## config.mk

```make
export PLATFORM = sky130hd
export DESIGN_NAME = obstacle_field_ctl
export DESIGN_NICKNAME = d
export VERILOG_FILES = /design/src/rtl/obstacle_pkg.sv /design/src/rtl/obst_lfsr.sv /design/src/rtl/obstacle_field_ctl.sv
export SDC_FILE = /design/constraint.sdc
export NUM_CORES = 1
export LEC_CHECK = 0
export BUFFER_PORTS_ARGS = -buffer_cell sky130_fd_sc_hd__buf_2
export CORE_MARGIN = 5
export CORE_UTILIZATION = 66
export CTS_CLUSTER_SIZE = 8
export DETAILED_ROUTE_END_ITERATION = 10
export PLACE_DENSITY_LB_ADDON = 0.08
export SYNTH_ARGS = -nofsm -noshare
export SYNTH_HDL_FRONTEND = slang
export SYNTH_HIERARCHICAL = 1
export SYNTH_SLANG_ARGS = --single-unit
```

## constraint.sdc

```tcl
create_clock -name i_clk -period 13.8 [get_ports i_clk]
set_input_delay 2.76 -clock i_clk [delete_from_list [all_inputs] [get_ports i_clk]]
set_output_delay 2.76 -clock i_clk [all_outputs]
set_load 0.01 [all_outputs]
```

## src/rtl/obstacle_pkg.sv

```systemverilog
// obstacle_pkg: shared types, LFSR taps and gap helper for the obstacle field
package obstacle_pkg;

  typedef enum logic [1:0] {
    IDLE,
    RUN,
    OVER
  } obst_state_t;

  typedef struct packed {
    logic signed [11:0] xpos;
    logic [11:0]        gap_y;
  } obstacle_t;

  // Galois mask for x^16 + x^14 + x^13 + x^11 (right-shifting form)
  localparam logic [15:0] LFSR_TAPS = 16'hB400;

  // Map the low 10 LFSR bits onto [gap_min, gap_min + range); range >= 256 keeps
  // four subtractions sufficient for any 10-bit value.
  function automatic logic [11:0] gap_from_lfsr(input logic [15:0] lfsr,
                                                input logic [11:0] gap_min,
                                                input logic [11:0] range);
    logic [11:0] v;
    v = {2'b00, lfsr[9:0]};
    for (int k = 0; k < 4; k++) v = (v >= range) ? v - range : v;
    return gap_min + v;
  endfunction

endpackage

```

## src/rtl/obst_lfsr.sv

```systemverilog
// obst_lfsr: free-running 16-bit Galois LFSR, reloads its seed on reset
module obst_lfsr
  import obstacle_pkg::*;
#(
  parameter logic [15:0] SEED = 16'hACE1
) (
  input  logic        i_clk,
  input  logic        i_rst_n,
  output logic [15:0] o_lfsr
);

  logic [15:0] r_lfsr;

  // Shift right every clock, folding the taps in when a one falls out
  always_ff @(posedge i_clk or negedge i_rst_n)
    if (!i_rst_n) r_lfsr <= SEED;
    else          r_lfsr <= {1'b0, r_lfsr[15:1]} ^ (r_lfsr[0] ? LFSR_TAPS : 16'h0000);

  assign o_lfsr = r_lfsr;

endmodule

```

## src/rtl/obstacle_field_ctl.sv

```systemverilog
// obstacle_field_ctl: scrolling ring of obstacle columns with score and collision FSM
module obstacle_field_ctl
  import obstacle_pkg::*;
#(
  parameter int          NUM_OBST  = 3,
  parameter int          SCREEN_W  = 800,
  parameter int          SCREEN_H  = 600,
  parameter int          OBST_W    = 60,
  parameter int          GAP_H     = 180,
  parameter int          GAP_MIN   = 50,
  parameter int          SPACING   = 300,
  parameter int          SPEED     = 2,
  parameter int          PLAYER_X  = 100,
  parameter int          PLAYER_W  = 40,
  parameter int          PLAYER_H  = 40,
  parameter logic [15:0] LFSR_SEED = 16'hACE1
) (
  input  logic                    i_clk,
  input  logic                    i_rst_n,
  input  logic                    i_frame_tick,
  input  logic                    i_start,
  input  logic [11:0]             i_player_ypos,
  output logic [NUM_OBST*12-1:0]  o_obst_xpos,
  output logic [NUM_OBST*12-1:0]  o_obst_gap_y,
  output logic [15:0]             o_score,
  output logic                    o_running,
  output logic                    o_endgame
);

  localparam int RANGE = SCREEN_H - GAP_H - 2 * GAP_MIN;
  localparam int RSTEP = RANGE / NUM_OBST;

  // All geometry is compared in 14-bit signed so negative left edges behave
  localparam logic signed [13:0] C_W   = 14'(OBST_W);
  localparam logic signed [13:0] C_SPD = 14'(SPEED);
  localparam logic signed [13:0] C_SPC = 14'(SPACING);
  localparam logic signed [13:0] C_PX  = 14'(PLAYER_X);
  localparam logic signed [13:0] C_PW  = 14'(PLAYER_W);
  localparam logic signed [13:0] C_PH  = 14'(PLAYER_H);
  localparam logic signed [13:0] C_GH  = 14'(GAP_H);
  localparam logic signed [13:0] C_SH  = 14'(SCREEN_H);

  generate
    if (RANGE < 256) begin : g_chk_range
      $error("obstacle_field_ctl: SCREEN_H - GAP_H - 2*GAP_MIN must be >= 256");
    end
    if (SPACING <= OBST_W) begin : g_chk_spacing
      $error("obstacle_field_ctl: SPACING must exceed OBST_W");
    end
    if (NUM_OBST < 2 || NUM_OBST > 8) begin : g_chk_num
      $error("obstacle_field_ctl: NUM_OBST must be 2..8");
    end
  endgenerate

  function automatic obstacle_t init_obst(input int i);
    return '{xpos: 12'(SCREEN_W + i * SPACING), gap_y: 12'(GAP_MIN + i * RSTEP)};
  endfunction

  obst_state_t          r_state, w_state_nxt;
  logic                 r_running, r_endgame;
  logic [15:0]          r_score, w_score_nxt;
  logic [16:0]          w_score_sum;
  logic [15:0]          w_lfsr;
  logic [11:0]          w_gap;
  logic                 w_init, w_tick, w_coll;
  logic signed [13:0]   w_py;
  logic [NUM_OBST-1:0]  w_respawn, w_cross, w_hit;

  obst_lfsr #(.SEED(LFSR_SEED)) u_lfsr (
    .i_clk   (i_clk),
    .i_rst_n (i_rst_n),
    .o_lfsr  (w_lfsr)
  );

  assign w_gap  = gap_from_lfsr(w_lfsr, 12'(GAP_MIN), 12'(RANGE));
  assign w_py   = {2'b00, i_player_ypos};
  assign w_tick = i_frame_tick && (r_state == RUN);

  for (genvar i = 0; i < NUM_OBST; i++) begin : g_col
    localparam int P = (i + NUM_OBST - 1) % NUM_OBST;
    obstacle_t          r_obst, w_nxt;
    logic signed [13:0] w_x, w_xp, w_xm, w_g;
    assign w_x  = {{2{r_obst.xpos[11]}}, r_obst.xpos};
    assign w_xp = {{2{o_obst_xpos[P*12+11]}}, o_obst_xpos[P*12 +: 12]};
    assign w_xm = w_x - C_SPD;
    assign w_g  = {2'b00, r_obst.gap_y};
    assign w_respawn[i] = (w_x + C_W) <= C_SPD;
    // Right edge steps from at-or-right of the player's left edge to left of it
    assign w_cross[i] = !w_respawn[i] && (w_x + C_W >= C_PX) && (w_xm + C_W < C_PX);
    assign w_hit[i] = (w_x < C_PX + C_PW) && (w_x + C_W > C_PX) &&
                      ((w_py < w_g) || (w_py + C_PH > w_g + C_GH));
    // Respawned columns line up behind their predecessor, which itself moves this tick
    assign w_nxt = '{xpos:  w_respawn[i] ? 12'(w_xp + C_SPC - C_SPD) : w_xm[11:0],
                     gap_y: w_respawn[i] ? w_gap : r_obst.gap_y};
    // Column position register: initial layout on reset/restart, scroll on tick in RUN
    always_ff @(posedge i_clk or negedge i_rst_n)
      if (!i_rst_n)    r_obst <= init_obst(i);
      else if (w_init) r_obst <= init_obst(i);
      else if (w_tick) r_obst <= w_nxt;
    assign o_obst_xpos[i*12 +: 12]  = r_obst.xpos;
    assign o_obst_gap_y[i*12 +: 12] = r_obst.gap_y;
  end

  assign w_coll      = (|w_hit) || (w_py + C_PH > C_SH);
  assign w_score_sum = {1'b0, r_score} + 17'($countones(w_cross));
  assign w_score_nxt = w_score_sum[16] ? 16'hFFFF : w_score_sum[15:0];

  // Next-state logic; a start outside RUN also re-initialises the layout
  always_comb begin
    w_state_nxt = r_state;
    w_init      = 1'b0;
    case (r_state)
      RUN:        w_state_nxt = w_coll ? OVER : RUN;
      IDLE, OVER: begin
        w_init      = i_start;
        w_state_nxt = i_start ? RUN : r_state;
      end
      default:    w_state_nxt = IDLE;
    endcase
  end

  // State register with status outputs registered alongside it
  always_ff @(posedge i_clk or negedge i_rst_n)
    if (!i_rst_n) begin
      r_state   <= IDLE;
      r_running <= 1'b0;
      r_endgame <= 1'b0;
    end else begin
      r_state   <= w_state_nxt;
      r_running <= (w_state_nxt == RUN);
      r_endgame <= (w_state_nxt == OVER);
    end

  // Score: cleared on restart, accumulates column crossings on each tick in RUN
  always_ff @(posedge i_clk or negedge i_rst_n)
    if (!i_rst_n)    r_score <= 16'h0000;
    else if (w_init) r_score <= 16'h0000;
    else if (w_tick) r_score <= w_score_nxt;

  assign o_score   = r_score;
  assign o_running = r_running;
  assign o_endgame = r_endgame;

endmodule
```

# Word level (Yosys, flattened, before mapping)
# Cells that the tools add are included.
# totals
register_bits,108
input_bits,16
out_inout_bits,90
elab_cells,123
# op_classes
addsub,27
n_lt_le_gt_ge,26
eq_ne,4
n_mux,24
n_bitwise,1
n_reduce_logical,30
# op_table
operator,count
24-bit 2-to-1 mux,6
12-bit 2-to-1 mux,10
16-bit 2-to-1 mux,4
13-bit by 7-bit adder with 14-bit output (second input constant),3
14-bit > comparator,3
14-bit by 8-bit less-than comparator with 1-bit output (second input constant),3
12-bit by 7-bit adder with 13-bit output (second input constant),3
12-bit by 8-bit adder with 13-bit output (second input constant),3
13-bit by 8-bit >= comparator with 1-bit output (second input constant),3
13-bit by 8-bit > comparator with 1-bit output (second input constant),3
13-bit by 3-bit <= comparator with 1-bit output (second input constant),3
12-bit by 3-bit subtractor with 13-bit output (second input constant),3
12-bit by 10-bit adder with 12-bit output (second input constant),3
12-bit by 9-bit >= comparator with 1-bit output (second input constant),3
12-bit less-than comparator,3
12-bit by 9-bit less-than comparator with 1-bit output (second input constant),3
12-bit by 3-bit subtractor with 12-bit output (second input constant),3
12-bit by 9-bit subtractor with 12-bit output (second input constant),3
16-bit by 3-bit adder with 17-bit output,1
15-bit by 16-bit bitwise XOR with 16-bit output,1
12-bit by 6-bit adder with 13-bit output (second input constant),1
13-bit by 10-bit > comparator with 1-bit output (second input constant),1
1-bit logical AND,13
6-bit by 12-bit adder with 12-bit output (first input constant),1
16 further kinds,29

# Depth between registers and ports, before layout
# depth
depth_word,12
ltp_mapped,24
depth_no_buf,23

# By module
# The synthesis kept the hierarchy.
# by_module_without_submodules
mod,instances,cells_each,area_each_um2,seq_area_each_um2
obstacle_field_ctl,1,1288,9938.3,2331.0
obst_lfsr,1,19,436.7,410.4

# Worst setup path after synthesis
# OpenSTA, ideal clock, no wires.
# synth_timing
path_type,in2reg
start,input port i_player_ypos[3]
end,"register r_running, in the netlist o_running"
setup_ps,65
arrival_ps,4971
required_time_ps,13735
slack_ps,8764
cell_stages,13
n_path_buf,0
cell_sequence,ha_1 -> o21ai_0 -> xnor2_1 -> ha_1 -> a21o_1 -> a21oi_1 -> nor2b_1 -> o21ai_0 -> a21oi_1 -> o22ai_1 -> o211ai_1 -> a211oi_1 -> a31o_2
# synth_between
elab_chain_len,9
elab_cells_between_ends,19
classes_between,1 x add/sub; 7 x order compare; 1 x eq/ne; 2 x mux; 8 x reduce/logical
# synth_rtl
item,line,rtl
"start, declared",obstacle_field_ctl.sv:22,"input logic [11:0] i_player_ypos,"
12-bit by 6-bit adder with 13-bit output,"obstacle_field_ctl.sv:91, obstacle_field_ctl.sv:104",
14-bit > comparator,obstacle_field_ctl.sv:91,((w_py < w_g) || (w_py + C_PH > w_g + C_GH));
1-bit logical OR,obstacle_field_ctl.sv:91,
1-bit logical AND,obstacle_field_ctl.sv:90,assign w_hit[i] = (w_x < C_PX + C_PW) && (w_x + C_W > C_PX) &&
3-bit OR reduction,obstacle_field_ctl.sv:104,assign w_coll = (|w_hit) || (w_py + C_PH > C_SH);
1-bit logical OR *,obstacle_field_ctl.sv:104,
2-bit 2-to-1 mux *,obstacle_field_ctl.sv:113,RUN: w_state_nxt = w_coll ? OVER : RUN;
2-bit one-hot mux with 2 select lines *,obstacle_field_ctl.sv:112,case (r_state)
2-bit by 1-bit == test with 1-bit output *,obstacle_field_ctl.sv:130,r_running <= (w_state_nxt == RUN);
"end signal, assigned",obstacle_field_ctl.sv:130,
"end, declared",obstacle_field_ctl.sv:60,"logic r_running, r_endgame;"
# Every way passes the cells marked *; elsewhere a longest branch is shown, timed or not.
# A chain may end at the register's enable or synchronous reset.

# Worst setup path after layout
# layout_timing
start,input port i_player_ypos[3]
end,register r_state[0]
# layout_between
elab_chain_len,8
elab_cells_between_ends,18
classes_between,1 x add/sub; 7 x order compare; 2 x mux; 8 x reduce/logical
# layout_rtl
item,line,rtl
12-bit by 6-bit adder with 13-bit output,"obstacle_field_ctl.sv:91, obstacle_field_ctl.sv:104",
14-bit > comparator,obstacle_field_ctl.sv:91,
1-bit logical OR,obstacle_field_ctl.sv:91,
1-bit logical AND,obstacle_field_ctl.sv:90,
3-bit OR reduction,obstacle_field_ctl.sv:104,
1-bit logical OR *,obstacle_field_ctl.sv:104,
2-bit 2-to-1 mux *,obstacle_field_ctl.sv:113,
2-bit one-hot mux with 2 select lines *,obstacle_field_ctl.sv:112,
via w_state_nxt[0],obstacle_field_ctl.sv:59,"obst_state_t r_state, w_state_nxt;"
"end signal, assigned",obstacle_field_ctl.sv:129,r_state <= w_state_nxt;
"end, declared",obstacle_field_ctl.sv:59,
# Mark *: on every way through the listed nets, which the timed path passes. The rest lies on a longest branch.

==> flow_metrics.tcl <==
set metrics [dict create \
    status "complete, no violations" \
    synth_edf_count 0 \
    timing.fmax_mhz 182.4 \
    antenna_found_initial 0 \
    cp-end-kind "flop" \
    syn_avg_cell_area_sq_um 7.938 \
    grt_usage_pct 32.20 \
    grt_pass1_wl_um 47890 \
    dieArea_sq_um 18330 \
    ys_ff_latch 108 \
    irDropWorstVdd_mv 0.07365 \
    async_flop_share_pct 100.0 \
    placedCellCount 1558 \
    route.detailed.drc 0 \
    maxCapViolCount 0 \
    nets 1482 \
    relSlewSlack_pct 25.96 \
    coreArea_sq_um 15310 \
    pwr_density_cell_nw_per_um2 88.54 \
    start_kind "primary input" \
    yosysSeqAreaShare_pct 26.42 \
    multi_input_area_sq_um 7027 \
    finalClockSkew_ns 0.01371 \
    die-width_um 135.4 \
    leakagePower_nw 4.907 \
    drt-initial-drc-count 948 \
    hpwl_um 22160 \
    dominantRegCellSynth "dfrtp_1" \
    initial_core_util_pct 67.75 \
    fp-row-count 45 \
    fp.dieH_um 135.4 \
    hold_slack_ns 0.3748 \
    synthToLayoutAreaGrowth_pct 8.273 \
    port_buffers 105 \
    synth_top_area_share_pct 18.57 \
    grt_setup_unrepaired "no" \
    postCtsHoldBufs 0 \
    min_delay_path_depth 0 \
    grt_overflow 0 \
    final_hold_viol_count 0 \
    vias 10210 \
    setup_viol 0 \
    grt_start_max_net_pins 63 \
    gp_congestion 0.9786 \
    timing.final.crit_share_pct 39.72 \
    final_cell_mix "116 x nand2_1, 108 x a21oi_1, 106 x ha_1" \
    yosysUniqueCellTypes 97 \
    synth_nets 1431 \
    cts_inserted_buffers 9 \
    cts_resized 0 \
    cp.required_ns 14.09 \
    final_common_cell "nand2_1" \
    vias_per_cell 6.489 \
    post-cts-setup-buffer-count 0 \
    cts.sinks 108 \
    cts.htree.levels 3 \
    period_minus_slack_ns 5.482 \
    dr.pass1.iters 5 \
    insertion_delay_ns 0.36 \
    ant_nets 0 \
    wl_um 29780 \
    critical_path_class "in2reg" \
    fin_tns_setup_ns 0 \
    arrival_ns 5.77 \
    ys_top_cells_by_area "dfrtp_1 19%, ha_1 13%, dfstp_2 7.9%, a21oi_1 5.2%, o21ai_0 5.0%" \
    antenna_cells 0 \
    path_clk_slew_ns 0.07 \
    seq_area_sq_um 2741 \
    cts_tree "built" \
    hp-class "reg2reg" \
    syn_area_sq_um 10370 \
    r2r_cells 19 \
    ys.warnings.count 6 \
    tightestPinTransition_ns 1.111 \
    clockRootBuffer "clkbuf_16" \
    fill_cells 1277 \
    place_area_sq_um 10920 \
    design_area_sq_um 11230 \
    yosysTopAreaCell "dfrtp_1" \
    drv_slew 0 \
    synthCells 1307 \
    worst-path-max-fanout 7 \
    grt_pass1_vias 9264 \
    layout.cells.non_filler 1574 \
    io-pin-count 106 \
    clk_path_buf_depth 2 \
    detail_route.wl_per_cell_um 18.92 \
    drive_gt1_share_pct 14.97 \
]
-- through the flow --
| stage | setup WS, ns | util [%] | power, mW |
|---|---|---|---|
| detailed placement | 8.043 | 71.28 | 0.7121 |
| finish | 8.318 | 73.35 | 0.9946 |
| floorplan | 8.764 | - | 0.6107 |
| global route | 8.070 | 73.35 | 1.053 |
| CTS | 8.384 | 73.35 | 0.9919 |
| global placement | 8.220 | 71.28 | 0.7036 |
-- final cells by class --
| type | count | area share (%) |
|---|---|---|
| multi-input cells | 1048 | 62.55 |
| flip-flops and latches | 108 | 24.40 |
| repair buffers | 114 | 5.302 |
| inverters | 77 | 2.573 |
| well taps | 211 | 2.350 |
| clock buffers | 10 | 2.127 |
| clock inverters | 6 | 0.6906 |
-- power breakdown --
part	switching (mW)	total [mW]	internal [mW]
registers	0.0553	0.394	0.339
logic	0.197	0.321	0.125
clock network	0.129	0.279	0.150
total	0.381	0.995	0.614
-- Yosys cell counts (6+ instances only) --
cell and number:
nand2_1 116, a21oi_1 108, ha_1 106, o21ai_0 104
nor2_1 101, dfrtp_1 77, inv_1 76, nand3_1 65
clkbuf_1 58, xnor2_1 51, nor3_1 43, dfstp_2 31
xor2_1 22, a31oi_1 19, nand4_1 18, o22ai_1 18
nor2b_1 15, a211oi_1 14, o31ai_1 14, a21o_1 13
o21a_1 12, or3_1 12, nand2b_1 11, and3_1 10
o211ai_1 10, or4_1 9, and2_1 7, o21ai_1 7
a2bb2oi_1 6, and4_1 6, mux2_2 6, mux2i_1 6
nor4_1 6
-- per-layer routing --
metal | up-vias | share of wire [%] | global-route usage, % | wire length [um]
met5 | - | 0 | 0 | 0
met4 | 0 | 2.2 | 8.343 | 641
met3 | 53 | 7.8 | 4.755 | 2312
met2 | 467 | 45 | 49.39 | 13310
met1 | 4842 | 45 | 47.66 | 13520
li1 | 4851 | - | - | -
-- critical path, cell delays in order --
cell and delay, ns:
buf_2 0.17, ha_1 0.29, o21ai_0 0.13, xnor2_1 0.43, ha_1 0.33, a21o_1 0.19
a21oi_1 0.14, nor2b_1 0.06, o21ai_0 0.19, a21oi_1 0.10, o22ai_1 0.12, o211ai_1 0.16
a211oi_1 0.46, a31o_2 0.23
-- registers in the layout, summed over array words and instances (netlist names) --
signal         flops
o_endgame          1
o_obst_gap_y      36
o_running          1
o_obst_xpos       36
u_lfsr/o_lfsr     16
o_score           16
r_state            2
-- kinds of logic after synthesis --
family / after synthesis / share of synthesized area, %
adder cells (fa/ha/maj): 108 / 13.17
flip-flops: 108 / 26.42
multiplexers: 13 / 1.375
XOR/XNOR: 73 / 6.163
AND/OR/NAND/NOR: 454 / 22.09
buffers and inverters: 151 / 5.873
AO/OA/AOI/OAI: 400 / 24.90
-- final timing paths --
check	slack, ns	start	end
worst max-delay path	8.32	i_player_ypos[3]	r_state[0]
worst min-delay path	0.37	u_lfsr/o_lfsr[12]	u_lfsr/o_lfsr[11]
worst max register to register	8.48	o_obst_xpos[3]	o_score[9]
worst min register to register	0.37	u_lfsr/o_lfsr[12]	u_lfsr/o_lfsr[11]
max in group asynchronous	10.17	i_rst_n	o_obst_xpos[25]
min in group asynchronous	2.41	i_rst_n	u_lfsr/o_lfsr[8]
(Power assumes the default switching activity.)
